File: config.mk
export PLATFORM = sky130hd
export DESIGN_NAME = axi_read_arbiter
export DESIGN_NICKNAME = d
export VERILOG_FILES = /design/src/rtl/axi_read_arbiter.sv
export SDC_FILE = /design/constraint.sdc
export NUM_CORES = 1
export LEC_CHECK = 0
export CAP_MARGIN = 20
export CELL_PAD_IN_SITES_DETAIL_PLACEMENT = 0
export CELL_PAD_IN_SITES_GLOBAL_PLACEMENT = 1
export CORE_MARGIN = 2
export CORE_UTILIZATION = 43
export DETAILED_ROUTE_END_ITERATION = 6
export DONT_BUFFER_PORTS = 1
export GPL_ROUTABILITY_DRIVEN = 0
export PLACE_DENSITY_LB_ADDON = 0.1
export SLEW_MARGIN = 30
export SYNTH_ARGS = -nofsm -noshare
export SYNTH_HDL_FRONTEND = slang
export SYNTH_SLANG_ARGS = --single-unit
File: constraint.sdc
create_clock -name clk -period 2.4 [get_ports clk]
set_input_delay 0.72 -clock clk [delete_from_list [all_inputs] [get_ports clk]]
set_output_delay 0.72 -clock clk [all_outputs]
set_load 0.05 [all_outputs]
File: src/rtl/axi_read_arbiter.sv
// Shares one AXI4 read channel between instruction fetch and data load.
// One outstanding single-beat read at a time, round-robin on contention.
module axi_read_arbiter #(
   parameter int ADDR_W = 32,
   parameter int DATA_W = 32,
   parameter int ID_W   = 4
) (
   input  logic              clk,
   input  logic              rst,
   input  logic              flush,
   input  logic              inst_req,
   input  logic [ADDR_W-1:0] inst_addr,
   output logic              inst_ready,
   output logic [DATA_W-1:0] inst_rdata,
   output logic              inst_rvalid,
   input  logic              data_req,
   input  logic [ADDR_W-1:0] data_addr,
   input  logic [2:0]        data_size,
   output logic              data_ready,
   output logic [DATA_W-1:0] data_rdata,
   output logic              data_rvalid,
   output logic [ID_W-1:0]   arid,
   output logic [ADDR_W-1:0] araddr,
   output logic [7:0]        arlen,
   output logic [2:0]        arsize,
   output logic [1:0]        arburst,
   output logic              arvalid,
   input  logic              arready,
   input  logic [ID_W-1:0]   rid,
   input  logic [DATA_W-1:0] rdata,
   input  logic [1:0]        rresp,
   input  logic              rlast,
   input  logic              rvalid,
   output logic              rready,
   output logic              busy
);

   // state  | meaning
   // S_IDLE | no transaction, arbitrating between requesters
   // S_ADDR | AR beat presented, waiting for arready
   // S_RESP | waiting for the single R beat
   typedef enum logic [1:0] {S_IDLE, S_ADDR, S_RESP} state_t;

   localparam logic OWN_INST = 1'b0;
   localparam logic OWN_DATA = 1'b1;

   state_t            state_q, state_d;
   logic              owner_q, owner_d;
   logic              last_grant_q, last_grant_d;
   logic              discard_q, discard_d;
   logic [ADDR_W-1:0] addr_q, addr_d;
   logic [2:0]        size_q, size_d;
   logic [DATA_W-1:0] inst_rdata_q, inst_rdata_d;
   logic [DATA_W-1:0] data_rdata_q, data_rdata_d;
   logic              inst_rvalid_q, inst_rvalid_d;
   logic              data_rvalid_q, data_rvalid_d;
   logic              inst_elig, data_elig;
   logic              unused_r;

   // Single-beat reads are assumed, so the R sideband is ignored.
   assign unused_r = ^{rid, rresp, rlast};

   always_ff @(posedge clk) begin
      if (rst) begin
         state_q       <= S_IDLE;
         owner_q       <= OWN_INST;
         last_grant_q  <= OWN_DATA;
         discard_q     <= 1'b0;
         addr_q        <= '0;
         size_q        <= '0;
         inst_rdata_q  <= '0;
         data_rdata_q  <= '0;
         inst_rvalid_q <= 1'b0;
         data_rvalid_q <= 1'b0;
      end else begin
         state_q       <= state_d;
         owner_q       <= owner_d;
         last_grant_q  <= last_grant_d;
         discard_q     <= discard_d;
         addr_q        <= addr_d;
         size_q        <= size_d;
         inst_rdata_q  <= inst_rdata_d;
         data_rdata_q  <= data_rdata_d;
         inst_rvalid_q <= inst_rvalid_d;
         data_rvalid_q <= data_rvalid_d;
      end
   end

   always_comb begin
      state_d       = state_q;
      owner_d       = owner_q;
      last_grant_d  = last_grant_q;
      discard_d     = discard_q;
      addr_d        = addr_q;
      size_d        = size_q;
      inst_rdata_d  = inst_rdata_q;
      data_rdata_d  = data_rdata_q;
      inst_rvalid_d = 1'b0;
      data_rvalid_d = 1'b0;
      inst_ready    = 1'b0;
      data_ready    = 1'b0;
      inst_elig     = inst_req && !flush;
      data_elig     = data_req;

      case (state_q)
         S_IDLE: begin
            discard_d = 1'b0;
            // Ready is gated by rst so nothing is acknowledged during reset.
            if (!rst) begin
               if (inst_elig && (!data_elig || last_grant_q == OWN_DATA)) begin
                  inst_ready = 1'b1;
               end else if (data_elig) begin
                  data_ready = 1'b1;
               end
            end
            if (inst_ready) begin
               owner_d      = OWN_INST;
               addr_d       = inst_addr;
               size_d       = 3'b010;
               last_grant_d = OWN_INST;
               state_d      = S_ADDR;
            end else if (data_ready) begin
               owner_d      = OWN_DATA;
               addr_d       = data_addr;
               size_d       = data_size;
               last_grant_d = OWN_DATA;
               state_d      = S_ADDR;
            end
         end
         S_ADDR: begin
            if (owner_q == OWN_INST && flush) discard_d = 1'b1;
            if (arready) state_d = S_RESP;
         end
         S_RESP: begin
            if (owner_q == OWN_INST && flush) discard_d = 1'b1;
            if (rvalid) begin
               state_d   = S_IDLE;
               discard_d = 1'b0;
               if (owner_q == OWN_DATA) begin
                  data_rdata_d  = rdata;
                  data_rvalid_d = 1'b1;
               end else begin
                  inst_rdata_d  = rdata;
                  // A flush in the handshake cycle itself also kills the pulse.
                  inst_rvalid_d = !(discard_q || flush);
               end
            end
         end
         default: state_d = S_IDLE;
      endcase
   end

   assign arvalid     = (state_q == S_ADDR);
   assign rready      = (state_q == S_RESP);
   assign busy        = (state_q != S_IDLE);
   assign araddr      = addr_q;
   assign arsize      = size_q;
   assign arid        = {{(ID_W-1){1'b0}}, owner_q};
   assign arlen       = 8'd0;
   assign arburst     = 2'b01;
   assign inst_rdata  = inst_rdata_q;
   assign inst_rvalid = inst_rvalid_q;
   assign data_rdata  = data_rdata_q;
   assign data_rvalid = data_rvalid_q;

endmodule
==> results.yml <==
setup_path:
  cp_max_fo: 4
  cp_cell_sequence: "and2b_4 -> or3_1 -> nor2_4 -> buf_12"
  crit_family: "simple AND/OR/NAND/NOR gates"
  required_ns: 1.68
  worst-path-buf-inv: 1
  critPathSlowestCell: "dfxtp_1"
  cp-end-kind: "output pin"
  crit_type: "reg2out"
  worstSetupStartpointType: "register"
  slowest_delay_ns: 0.37
  worstPathArrival_ns: 1.57
power_and_ir_drop:
  power.leakage_nw: 1.56
  power.density_nw_per_um2: 1010
  ir_worst_vdd_v: 0.000436
  power_mw: 4.48
global_routing:
  use_met1_pct: 23.9
  grt_max_degree: 78
  overflow: 0
  busiest_layer: "met2"
  grt_pass1_vias: 3145
  grt_use_total_pct: 19.4
  antenna_found_initial: 0
  grt_use_met3_pct: 9.59
  grt_first_pass_wirelength_um: 17000
  use_met2_pct: 30.3
synth:
  synth_edf_count: 0
  mappedNetlistArea_um2: 4300
  ys_warn_count: 0
  ys_seq_area_share_pct: 49.4
  synth-seq-cells: 106
  synth_top_area_cell: "dfxtp_1"
  syn-instance-count: 535
  syn_avg_cell_area_um2: 8.04
  synthFlopType: "dfxtp_1"
  yosys.area.top_type_share_pct: 49.4
  synth_area_leaders: "dfxtp_1, nand2_1, a21oi_1"
  ys_async_sr_fraction_pct: 0
  yosysUniqueCellTypes: 40
die:
  die_y_um: 104
  die_area_um2: 10800
  die_x_um: 104
  initial_core_util_pct: 44.2
  rows: 36
  io_pins: 233
  core_um2: 9730
worst_hold_path:
  min_path_type: "in2reg"
timing:
  min_period_over_period_pct: 95.6
  max_freq_ghz: 0.436
  setup_viol_count_final: 0
  min_period_ns: 2.29
  drv_slew: 0
  fin_skew_ns: 0.0135
  worstMarginPinSlew_ns: 0.684
  hold_viol_final: 0
  rsz0062_at_grt: "false"
  slew_headroom_pct: 54.4
final_layout:
  area_delta_synth_final_pct: 2.94
  multi_input_area_um2: 1810
  nFillCells: 1009
  stdcell_count: 653
  fin_nets: 633
  final_common_cell: "nand2_1"
  regArea_um2: 2120
  final_cell_mix: "nand2_1, dfxtp_1, a21oi_1, a31oi_1, o21ai_0"
  diodes: 0
  drive_gt1_share_pct: 7.31
clocking:
  post-cts-setup-buffers: 0
  root_buffer: "clkbuf_8"
  cts_resized: 0
  cts_tree: "built"
  cts_made_buffers: 9
  htreeDepth: 3
  clock_latency_ns: 0.36
  cts_sinks: 106
  clk_pin_slew_ns: 0.10
  cts_hold_buf: 0
  cts.path.max_buffers: 2
routing:
  finalWirelength_um: 10800
  drtIter0Drc: 166
  dr.pass1.iters: 7
  vias: 3428
  wire_per_inst_um: 16.6
  antenna_left: 0
  routed_via_density: 5.25
  drc: 0
flow_run:
  cap_violations: 0
status:
  status: "finished, final reports clean"
place:
  dp_hpwl_um: 7290
  dp.cells: 637
  port_buffers: 0
## routing by layer
layer	wire length (um)	vias up
li1	-	1704
met1	4420	1570
met2	5040	144
met3	1270	10
met4	111	0
met5	0	-
## power breakdown
part	total [mW]	internal, mW	switching (mW)
logic	0.768	0.250	0.518
registers	2.61	1.94	0.675
clock network	1.10	0.491	0.605
total	4.48	2.68	1.80
## worst reg2reg max path, cell delays in order (launching register included)
cell and delay [ns]:
dfxtp_1 0.35, inv_1 0.13, ha_2 0.28, and2b_1 0.16
o21a_2 0.33, buf_12 0.26, o21ai_0 0.12, a31oi_1 0.17
## cell families (layout without fill, tap and decap cells)
family,count (synthesis),count (layout),synth area share [%]
AOI/OAI and AO/OA,146,146,18.9
adders and majority gates,5,5,1.46
buffers and inverters,59,33,9.78
DFF,106,106,49.4
other,2,13,0.175
and+or+nand+nor,217,217,20.3
## Yosys cell counts (all sizes together), types with 2 or more instances
library cell / number
nand2: 194
dfxtp: 106
a21oi: 69
o21ai: 36
buf: 34
a31oi: 32
clkbuf: 19
nor2: 8
inv: 6
ha: 5
a211oi: 3
and2b: 3
a22oi: 2
conb: 2
nand2b: 2
nor2b: 2
nor3: 2
## worst paths after layout
path	startpoint	end	slack [ns]	cells past startpoint
hold / removal	rst	arsize[2]	0.42	1
setup reg to reg	state_q[0]	araddr[3]	0.55	7
hold reg to reg	discard_q	inst_rvalid	0.43	1
setup / recovery	last_grant_q	inst_ready	0.11	4
## layout make-up
cell class	count	area share, %
multi-input combinational	381	40.9
clock inverter	5	1.44
inverter	6	0.509
timing repair buffer	11	2.43
sequential	106	48.0
clock buffer	11	2.97
tap	133	3.76
## sequential cells by signal, summed over array words and instances (netlist names)
name and flops:
owner_q 1, data_rvalid 1, last_grant_q 1, araddr 32
state_q 2, inst_rvalid 1, discard_q 1, inst_rdata 32
arsize 3, data_rdata 32
## metrics by stage
step                      util [%]  area (um2)  setup TNS (ns)  worst slack, ns  hold WS (ns)
after floorplan                  -        4350         -0.0760          -0.0760         0.399
after global placement        43.5        4230               0            0.132         0.411
after detailed placement      43.5        4230               0            0.130         0.414
after CTS                     45.5        4420               0           0.0308         0.400
after global routing          45.5        4430               0           0.0235         0.384
final                         45.5        4430               0            0.107         0.424
Note: power is estimated with default switching activity, not from simulation.
